## config.mk

```make
export PLATFORM = sky130hd
export DESIGN_NAME = skeleton_feature_extractor
export DESIGN_NICKNAME = d
export VERILOG_FILES = /design/src/rtl/skel_pkg.sv /design/src/rtl/skeleton_feature_extractor_fifo.sv /design/src/rtl/skeleton_feature_extractor.sv
export SDC_FILE = /design/constraint.sdc
export NUM_CORES = 2
export LEC_CHECK = 0
export BUFFER_PORTS_ARGS = -buffer_cell sky130_fd_sc_hd__buf_2
export CORE_MARGIN = 2
export CORE_UTILIZATION = 50
export CTS_CLUSTER_SIZE = 16
export DETAILED_ROUTE_END_ITERATION = 10
export HOLD_SLACK_MARGIN = 0.15
export PLACE_DENSITY_LB_ADDON = 0.12
export SLEW_MARGIN = 20
export SYNTH_ARGS = -nofsm -noshare
export SYNTH_HDL_FRONTEND = slang
export SYNTH_SLANG_ARGS = --single-unit
```

## constraint.sdc

```tcl
create_clock -name clk_in -period 18.3 [get_ports clk_in]
set_input_delay 2.745 -clock clk_in [delete_from_list [all_inputs] [get_ports clk_in]]
set_output_delay 2.745 -clock clk_in [all_outputs]
set_load 0.03 [all_outputs]
```

## src/rtl/skel_pkg.sv

```systemverilog
// Shared types and helpers for the skeleton feature extractor.
package skel_pkg;

  localparam int COUNT_WIDTH = 16;

  typedef enum logic {
    PT_END    = 1'b0,
    PT_BRANCH = 1'b1
  } point_type_t;

  // Neighbour vector layout: p[0]=P2 (north), then clockwise to p[7]=P9 (north-west).
  function automatic logic [3:0] neighbour_count(input logic [7:0] p);
    return 4'($countones(p));
  endfunction

  // 0->1 transitions around the ring P2->P3 ... P9->P2.
  function automatic logic [3:0] crossing_number(input logic [7:0] p);
    logic [7:0] succ;
    succ = {p[0], p[7:1]};
    return 4'($countones(~p & succ));
  endfunction

endpackage

```

## src/rtl/skeleton_feature_extractor_fifo.sv

```systemverilog
// First-word fall-through synchronous FIFO; head word is visible whenever not empty.
module sync_fifo #(
  parameter  int WIDTH = 8,
  parameter  int DEPTH = 4,
  localparam int AW    = $clog2(DEPTH)
) (
  input  logic             clk_in,
  input  logic             rst_n_in,
  input  logic             push,
  input  logic [WIDTH-1:0] wdata,
  output logic             full,
  input  logic             pop,
  output logic [WIDTH-1:0] rdata,
  output logic             empty
);

  logic [WIDTH-1:0] mem [DEPTH];
  logic [AW:0]      wr_ptr, rd_ptr;
  logic             do_push, do_pop;

  // Status flags and accepted-operation qualifiers; a push into a full FIFO
  // is accepted when a pop frees the head slot in the same cycle.
  always_comb begin
    empty   = (wr_ptr == rd_ptr);
    full    = (wr_ptr[AW] != rd_ptr[AW]) && (wr_ptr[AW-1:0] == rd_ptr[AW-1:0]);
    do_pop  = pop && !empty;
    do_push = push && (!full || do_pop);
    rdata   = mem[rd_ptr[AW-1:0]];
  end

  // Storage write; contents need no reset because reads are gated by empty.
  always_ff @(posedge clk_in) begin
    if (do_push) mem[wr_ptr[AW-1:0]] <= wdata;
  end

  // Read and write pointers.
  always_ff @(posedge clk_in or negedge rst_n_in) begin
    if (!rst_n_in) begin
      wr_ptr <= '0;
      rd_ptr <= '0;
    end else begin
      if (do_push) wr_ptr <= wr_ptr + 1'b1;
      if (do_pop)  rd_ptr <= rd_ptr + 1'b1;
    end
  end

endmodule

```

## src/rtl/skeleton_feature_extractor.sv

```systemverilog
// Classifies interior skeleton pixels as endpoints or branch points from a
// 3x3 window over the raster stream, queues records and keeps frame counts.
module skeleton_feature_extractor
  import skel_pkg::*;
#(
  parameter  int HORIZONTAL_COUNT = 320,
  parameter  int VERTICAL_COUNT   = 180,
  parameter  int FIFO_DEPTH       = 64,
  localparam int HWIDTH           = $clog2(HORIZONTAL_COUNT),
  localparam int VWIDTH           = $clog2(VERTICAL_COUNT)
) (
  input  logic                   clk_in,
  input  logic                   rst_n_in,
  input  logic                   pixel_in,
  input  logic [HWIDTH-1:0]      hcount_in,
  input  logic [VWIDTH-1:0]      vcount_in,
  input  logic                   pixel_valid_in,
  output logic                   point_valid_out,
  input  logic                   point_ready_in,
  output logic                   point_type_out,
  output logic [HWIDTH-1:0]      point_h_out,
  output logic [VWIDTH-1:0]      point_v_out,
  output logic [COUNT_WIDTH-1:0] endpoint_count,
  output logic [COUNT_WIDTH-1:0] branch_count,
  output logic                   frame_done,
  output logic                   overflow
);

  // Record layout depends on the frame parameters, so it lives here rather than in the package.
  typedef struct packed {
    point_type_t       t;
    logic [HWIDTH-1:0] h;
    logic [VWIDTH-1:0] v;
  } point_t;

  localparam int PW = $bits(point_t);

  logic [HORIZONTAL_COUNT-1:0] line1, line2;   // rows v-1 and v-2
  logic [2:0]                  win_top, win_mid, win_bot;  // bit 0 = newest column
  logic [2:0]                  nxt_top, nxt_mid, nxt_bot;
  logic                        frame_start, frame_last, trigger;
  logic [7:0]                  nbr;
  logic                        is_end, is_branch;

  point_t                      cls_rec;
  logic                        cls_valid;
  logic                        end_d1;
  logic [COUNT_WIDTH-1:0]      run_end, run_branch;

  logic                        fifo_full, fifo_empty, fifo_pop;
  logic [PW-1:0]               head_bits;
  point_t                      head;

  // Window as it will look once the current pixel is shifted in; centre is (h-1, v-1).
  always_comb begin
    frame_start = pixel_valid_in && (hcount_in == '0) && (vcount_in == '0);
    frame_last  = pixel_valid_in && (hcount_in == HWIDTH'(HORIZONTAL_COUNT - 1))
                                 && (vcount_in == VWIDTH'(VERTICAL_COUNT - 1));
    trigger     = pixel_valid_in && (hcount_in >= HWIDTH'(2)) && (vcount_in >= VWIDTH'(2));
    nxt_top     = {(frame_start ? 2'b00 : win_top[1:0]), line2[hcount_in]};
    nxt_mid     = {(frame_start ? 2'b00 : win_mid[1:0]), line1[hcount_in]};
    nxt_bot     = {(frame_start ? 2'b00 : win_bot[1:0]), pixel_in};
    nbr         = {nxt_top[2], nxt_mid[2], nxt_bot[2], nxt_bot[1],
                   nxt_bot[0], nxt_mid[0], nxt_top[0], nxt_top[1]};
    is_end      = trigger && nxt_mid[1] && (neighbour_count(nbr) == 4'd1);
    is_branch   = trigger && nxt_mid[1] && !is_end && (crossing_number(nbr) >= 4'd3);
  end

  // Line buffers and window shift registers advance only on accepted pixels.
  always_ff @(posedge clk_in or negedge rst_n_in) begin
    if (!rst_n_in) begin
      line1   <= '0;
      line2   <= '0;
      win_top <= '0;
      win_mid <= '0;
      win_bot <= '0;
    end else if (pixel_valid_in) begin
      line1[hcount_in] <= pixel_in;
      line2[hcount_in] <= line1[hcount_in];
      win_top          <= nxt_top;
      win_mid          <= nxt_mid;
      win_bot          <= nxt_bot;
    end
  end

  // Classification stage: one record register feeding the FIFO next cycle.
  always_ff @(posedge clk_in or negedge rst_n_in) begin
    if (!rst_n_in) begin
      cls_valid <= 1'b0;
      cls_rec   <= '0;
      end_d1    <= 1'b0;
    end else begin
      cls_valid <= is_end || is_branch;
      cls_rec.t <= is_branch ? PT_BRANCH : PT_END;
      cls_rec.h <= hcount_in - HWIDTH'(1);
      cls_rec.v <= vcount_in - VWIDTH'(1);
      end_d1    <= frame_last;
    end
  end

  // Running counts; the final classification lands together with end_d1,
  // so publishing one cycle later includes it.
  always_ff @(posedge clk_in or negedge rst_n_in) begin
    if (!rst_n_in) begin
      run_end        <= '0;
      run_branch     <= '0;
      endpoint_count <= '0;
      branch_count   <= '0;
      frame_done     <= 1'b0;
    end else begin
      frame_done <= end_d1;
      if (end_d1) begin
        endpoint_count <= run_end;
        branch_count   <= run_branch;
        run_end        <= '0;
        run_branch     <= '0;
      end else begin
        if (is_end && (run_end != '1))       run_end    <= run_end + COUNT_WIDTH'(1);
        if (is_branch && (run_branch != '1)) run_branch <= run_branch + COUNT_WIDTH'(1);
      end
    end
  end

  // Sticky drop flag; a drop on the same cycle as a frame start still registers.
  always_ff @(posedge clk_in or negedge rst_n_in) begin
    if (!rst_n_in) begin
      overflow <= 1'b0;
    end else if (cls_valid && fifo_full && !fifo_pop) begin
      overflow <= 1'b1;
    end else if (frame_start) begin
      overflow <= 1'b0;
    end
  end

  sync_fifo #(
    .WIDTH (PW),
    .DEPTH (FIFO_DEPTH)
  ) u_fifo (
    .clk_in   (clk_in),
    .rst_n_in (rst_n_in),
    .push     (cls_valid),
    .wdata    (cls_rec),
    .full     (fifo_full),
    .pop      (fifo_pop),
    .rdata    (head_bits),
    .empty    (fifo_empty)
  );

  // Head record presentation; fields read as zero while nothing is queued.
  always_comb begin
    head            = point_t'(head_bits);
    point_valid_out = !fifo_empty;
    fifo_pop        = point_valid_out && point_ready_in;
    point_type_out  = point_valid_out && (head.t == PT_BRANCH);
    point_h_out     = point_valid_out ? head.h : '0;
    point_v_out     = point_valid_out ? head.v : '0;
  end

endmodule

```

After elaboration in Yosys (flattened, before gate mapping)
Memory sizes are Yosys's and may differ from the RTL's.
Index checks and enable logic that the tools add are counted.
{"block": "totals", "in_bits": 22, "regBits": 746, "output_inout_bits": 53, "word_cells": 107, "mem_count": 1, "ram_bits": 1152}
{"block": "op_classes", "reduce_logical": 31, "muxes": 22, "n_bitwise": 2, "order_cmp": 5, "addsub": 20, "eq_ne": 8}
{"memory": "u_fifo.mem", "words": 64, "word_bits": 18, "rd": 1, "rd_ports_with_merged_regs": 0, "write_ports": 1, "line": "skeleton_feature_extractor_fifo.sv:17", "rtl": "logic [WIDTH-1:0] mem [DEPTH];"}
{"op": "$bwmux W320", "n": 2}
{"op": "$mux W16", "n": 4}
{"op": "$add A16 B1 Y16 const B", "n": 2}
{"op": "$ne A16 B16 Y1 const B", "n": 2}
{"op": "$logic_and A1 B1 Y1", "n": 20}
{"op": "$bmux W1 S9", "n": 2}
{"op": "$add A1 B1 Y2", "n": 8}
{"op": "$add A7 B1 Y7 const B", "n": 2}
{"op": "$add A2 B2 Y3", "n": 4}
{"op": "$lt A9 B10 Y1 const B", "n": 1}
{"op": "$demux W1 S9", "n": 1}
{"op": "$eq A9 B9 Y1 const B", "n": 1}
{"op": "$ge A9 B1 Y1 const B", "n": 1}
{"op": "$ge A9 B2 Y1 const B", "n": 1}
{"op": "$logic_not A9 Y1", "n": 1}
{"op": "$mux W9", "n": 1}
{"op": "$sub A9 B1 Y9 const B", "n": 1}
{"op": "$add A3 B3 Y4", "n": 2}
{"op": "$and A8 B8 Y8", "n": 1}
{"op": "$eq A8 B8 Y1 const B", "n": 1}
{"op": "$ge A8 B2 Y1 const B", "n": 1}
{"op": "$logic_not A8 Y1", "n": 1}
{"op": "$mux W1", "n": 8}
{"op": "$mux W8", "n": 1}
{"op": "other kinds (11)", "n": 19}

Depth between registers and ports, before layout
{"block": "logic_depth", "word_depth": 15, "depth_mapped": 33, "mapped_depth_nobuf": 24}

Hierarchy
Synthesis repeated with hierarchy kept, for this count alone.
{"block": "hier_totals", "hier_cells": 5162, "hier_area_um2": 79781.5}
{"module": "sync_fifo", "cells_per_inst": 2073, "area_per_inst_um2": 45090.7, "instances": 1, "seq_area_each_um2": 34943.5}
{"module": "skeleton_feature_extractor", "cells_per_inst": 3089, "area_per_inst_um2": 34690.8, "instances": 1, "seq_area_each_um2": 18317.6}

Worst setup path before layout
Ideal clock, no wire load.
{"block": "synth_path", "path_type": "input-to-reg", "startpoint": "input hcount_in[0]", "endpoint": "register run_end[15]", "path_buffers": 9, "setup_ns": 0.132, "cell_stages": 30, "t_arrival_ns": 9.162, "setup_slack_ns": 9.006, "required_time_ns": 18.168, "path_cell_list": "buf_6 > buf_8 > buf_12 > buf_4 > buf_2 > mux2i_1 > a22oi_1 > o2111ai_1 > o21ai_0 > a2111oi_2 > nand4_1 > a211oi_4 > buf_4 > buf_6 > buf_6 > inv_1 > fa_1 > fa_1 > fa_1 > ha_1 > inv_1 > fa_1 > a2111oi_0 > o211ai_1 > nor4_2 > and4_1 > clkbuf_1 > nand4_1 > xor2_1 > nor2_1"}
{"block": "synth_between", "elab_cells_between_ends": 25, "cone_classes": "7 x add/sub; 1 x order compare; 1 x eq/ne; 7 x mux; 9 x reduce/logical"}
{"item": "from (decl)", "line": "skeleton_feature_extractor.sv:15", "rtl": "input logic [HWIDTH-1:0] hcount_in,"}
{"item": "$bmux W1 S9", "line": "skeleton_feature_extractor.sv:61", "rtl": "nxt_mid = {(frame_start ? 2'b00 : win_mid[1:0]), line1[hcount_in]};"}
{"item": "$mux W1 (implied by the code)", "line": "skeleton_feature_extractor.sv:61"}
{"item": "named net nbr[2]", "line": "skeleton_feature_extractor.sv:42", "rtl": "logic [7:0] nbr;"}
{"item": "$add A1 B1 Y2 (implied by the code)", "line": "skel_pkg.sv:13", "rtl": "return 4'($countones(p));"}
{"item": "$add A2 B2 Y3 (implied by the code)", "line": "skel_pkg.sv:13"}
{"item": "$add A3 B3 Y4 (implied by the code)", "line": "skel_pkg.sv:13"}
{"item": "$eq A4 B1 Y1", "line": "skeleton_feature_extractor.sv:65", "rtl": "is_end = trigger && nxt_mid[1] && (neighbour_count(nbr) == 4'd1);"}
{"item": "$logic_and A1 B1 Y1", "line": "skeleton_feature_extractor.sv:65"}
{"item": "$logic_and A1 B1 Y1", "line": "skeleton_feature_extractor.sv:118", "rtl": "if (is_end && (run_end != '1)) run_end <= run_end + COUNT_WIDTH'(1);"}
{"item": "$reduce_bool A2 Y1 (no line)"}
{"item": "to (signal assigned)", "line": "skeleton_feature_extractor.sv:118"}
{"item": "to (decl)", "line": "skeleton_feature_extractor.sv:48", "rtl": "logic [COUNT_WIDTH-1:0] run_end, run_branch;"}
The timed path passes the listed nets, and every way through them passes these cells. The select of a mux whose other input is x is not followed.
A chain may end at the register's enable or synchronous reset.

Final worst setup path
{"block": "layout_path", "startpoint": "input hcount_in[0]", "endpoint": "register run_branch[9]"}
{"block": "layout_between", "elab_chain_cells": 14, "elab_cells_between_ends": 38, "cone_classes": "14 x add/sub; 2 x order compare; 1 x eq/ne; 7 x mux; 2 x bitwise; 12 x reduce/logical"}
{"item": "branches (longest 11 deep; another with $add A3 B3 Y4)"}
{"item": "$logic_and A1 B1 Y1 *", "line": "skeleton_feature_extractor.sv:66", "rtl": "is_branch = trigger && nxt_mid[1] && !is_end && (crossing_number(nbr) >= 4'd3);"}
{"item": "named net is_branch", "line": "skeleton_feature_extractor.sv:43", "rtl": "logic is_end, is_branch;"}
{"item": "$logic_and A1 B1 Y1 *", "line": "skeleton_feature_extractor.sv:119", "rtl": "if (is_branch && (run_branch != '1)) run_branch <= run_branch + COUNT_WIDTH'(1);"}
{"item": "$reduce_bool A2 Y1 (no line) *"}
{"item": "to (signal assigned)", "line": "skeleton_feature_extractor.sv:119"}
{"item": "to (decl)", "line": "skeleton_feature_extractor.sv:48"}
Mark *: on every way through the listed nets, which the timed path passes. The select of a mux whose other input is x is not followed.

==> results.tsv <==
metric	value	unit
p_int	0.00804	W
worstSkewPairLatency	810	ps
start_util	0.505	
skew	54.4	ps
syn-num-nets	4834	
power_frac_seq	0.435	
syn_area	0.0791	mm^2
ys.flop_type	edfxtp_1	
drive_gt1_frac	0.284	
row_count	145	
setup_slack	8090	ps
switching_share	0.285	
yosysSeqAreaShare	0.674	
synthTopCellsByArea	edfxtp_1 44%, dfrtp_1 24%, mux4_2 14%	
detail-route-antenna-nets	0	
final_nets	4939	
crit_required	19020	ps
die_x	402	um
clk_pin_slew_worst_paths	60	ps
grt_usage	0.246	
syn2layout_area_growth	11.8	%
hold_viol	0	
cts_tree	done	
cts_hold_buf	0	
antenna_found_initial	6	
wl	197000	um
drc	0	
rsz0062_at_grt	no	
ir_worst_vdd	0.198	mV
clkPwrFrac	0.351	
power.density	127	mW/mm^2
numPortBuffers	74	
status	complete, no violations	
post_cts_buffers	0	
grt_pass1_vias	43800	
max-cap-violations	0	
synth_warnings	0	
p_sw	0.00321	W
place_ws	7260	ps
fin_area	0.0884	mm^2
grt_remaining_overflow	0	
grt_pass1_wl	295000	um
tightest_slew	1260	ps
die_area	0.161	mm^2
drv_slew	0	
worst_ep_arrival_time	10930	ps
dr_total_vias	42600	
clock-sinks	1898	
slew-limit-headroom	0.161	
first_pass_iters	5	
place_area	0.0819	mm^2
cts_root_buffer	clkbuf_16	
ys_top_cells_by_count	1152 x edfxtp_1, 746 x dfrtp_1, 481 x nand2_1	
synth.avg_cell_area	16.5	um^2
p_comb_frac	0.214	
crit_path_start_kind	input port	
synth_top_area_frac	0.438	
yosysTopAreaCell	edfxtp_1	
synth_edf_count	1152	
ys_types	69	
async_flop_share	0.393	
synth_cells	4785	
ys_seq_elements	1898	
finalSetupViolations	0	
htree_levels	4	
fin_crit	10210	ps
fin_tns_setup	0	ps
dp_hpwl	114000	um
fp.coreArea	0.157	mm^2
cts-resized-gates	0	
cts_buffer_depth	3	
via_per_inst	5.99	
critPathMaxFanout	80	
p_leak	33.0	nW
synth_most_common_cell	edfxtp_1	
first_iter_violations	3421	
hold_class	register to register	
end_kind	register	
boundaryPins	75	
min_period_over_period	0.558	
grt_start_max_net_pins	201	
numCtsBuffers	195	
chipHeight	402	um
fmax	98.0	MHz
path_class	input port to register	
gp_congestion	0.854	
avgRoutedWirePerCell	27.6	um
power by group through the flow:
stage | clock (W) | combinational, W | sequential (W)
3_5_place_dp | 0 | 0.00245 | 0.00498
4_1_cts | 0.00403 | 0.00246 | 0.00490
5_1_grt | 0.00421 | 0.00253 | 0.00492
2_1_floorplan | 0 | 0.00173 | 0.00483
6_report | 0.00395 | 0.00241 | 0.00489
3_3_place_gp | 0 | 0.00244 | 0.00498
flip-flops by register name, indices dropped and copies added, names as in the netlist, 7 cells and up:
name	flops
branch_count	16
u_fifo.mem	1152
u_fifo.rd_ptr	7
line1	320
run_branch	16
cls_rec	18
u_fifo.wr_ptr	7
run_end	16
line2	320
endpoint_count	16
per-stage QoR:
step           power (W)  hold slack, ps  std cells   util
6_report          0.0113             478       7115  0.564
5_1_grt           0.0117             493       7112  0.564
4_1_cts           0.0114             476       7112  0.564
3_5_place_dp     0.00744             466       6751  0.523
3_3_place_gp     0.00742             456       6751  0.523
2_1_floorplan    0.00657             352       4785      -
cells in the final DEF, fill, tap and decap left out, types with 44 or more instances in the layout:
| master | Yosys | routed |
|---|---|---|
| nor2_2 | 0 | 69 |
| dfrtp_1 | 746 | 723 |
| buf_4 | 13 | 124 |
| mux2_2 | 358 | 358 |
| clkbuf_1 | 186 | 45 |
| mux2i_1 | 90 | 90 |
| nand3_1 | 44 | 44 |
| nand2_1 | 481 | 481 |
| mux4_2 | 480 | 480 |
| clkbuf_16 | 0 | 197 |
| a22oi_1 | 53 | 53 |
| edfxtp_1 | 1152 | 1152 |
| nor2_1 | 383 | 313 |
| buf_2 | 27 | 70 |
| a21oi_1 | 148 | 148 |
| o21ai_0 | 215 | 215 |
path summary, 6_finish.rpt:
kind / startpoint / slack, ps / depth (start not counted) / endpoint
worst min register to register: line2[33] / 480 / 2 / line2[33]
min in group asynchronous: rst_n_in / 1930 / 1 / line1[190]
max in group asynchronous: rst_n_in / 14070 / 3 / line1[151]
worst max register to register: line1[281] / 11230 / 24 / run_branch[9]
worst min-delay path: line2[33] / 480 / 2 / line2[33]
worst max-delay path: hcount_in[0] / 8090 / 25 / run_branch[9]
metal layers:
| layer | vias to the layer above | part of all wire | track usage |
|---|---|---|---|
| met5 | - | 0.00035 | 0 |
| li1 | 18500 | - | - |
| met3 | 342 | 0.050 | 0.0366 |
| met2 | 1128 | 0.49 | 0.404 |
| met4 | 10 | 0.033 | 0.0777 |
| met1 | 22600 | 0.42 | 0.343 |
worst max-delay path: stages:
cell       delay (ps)
buf_8             650
buf_4             880
mux4_2            600
o2111ai_1         200
a21oi_1           180
a2111oi_2         390
nand4_1           270
a211oi_4          280
buf_4             500
mux2i_1           160
ha_1              300
inv_1              50
fa_1              510
fa_1              480
inv_1              60
ha_1              160
inv_1              70
fa_1              380
nor2b_1           140
a31oi_1           130
a21oi_1            80
nor4b_2           570
nand4_1           420
or3_1             450
a21oi_1           140
cell type report:
class	count	area, um^2
Antenna cell	3	7.51
Clock buffer	254	5260
Clock inverter	107	1130
Fill cell	12100	68200
Inverter	28	105
Multi-Input combinational cell	2562	24500
Sequential cell	1898	53300
Tap cell	2058	2570
Timing Repair Buffer	205	1480
logic make-up after synthesis:
kind of cell,after synthesis,share of synthesized area
mux,949,0.206
compound gates,474,0.0340
xor+xnor,52,0.00576
flops,1898,0.674
fa+ha+maj,27,0.00494
simple gates,1060,0.0564
buf+inv,325,0.0190
Note: power is estimated with default switching activity, not from simulation.
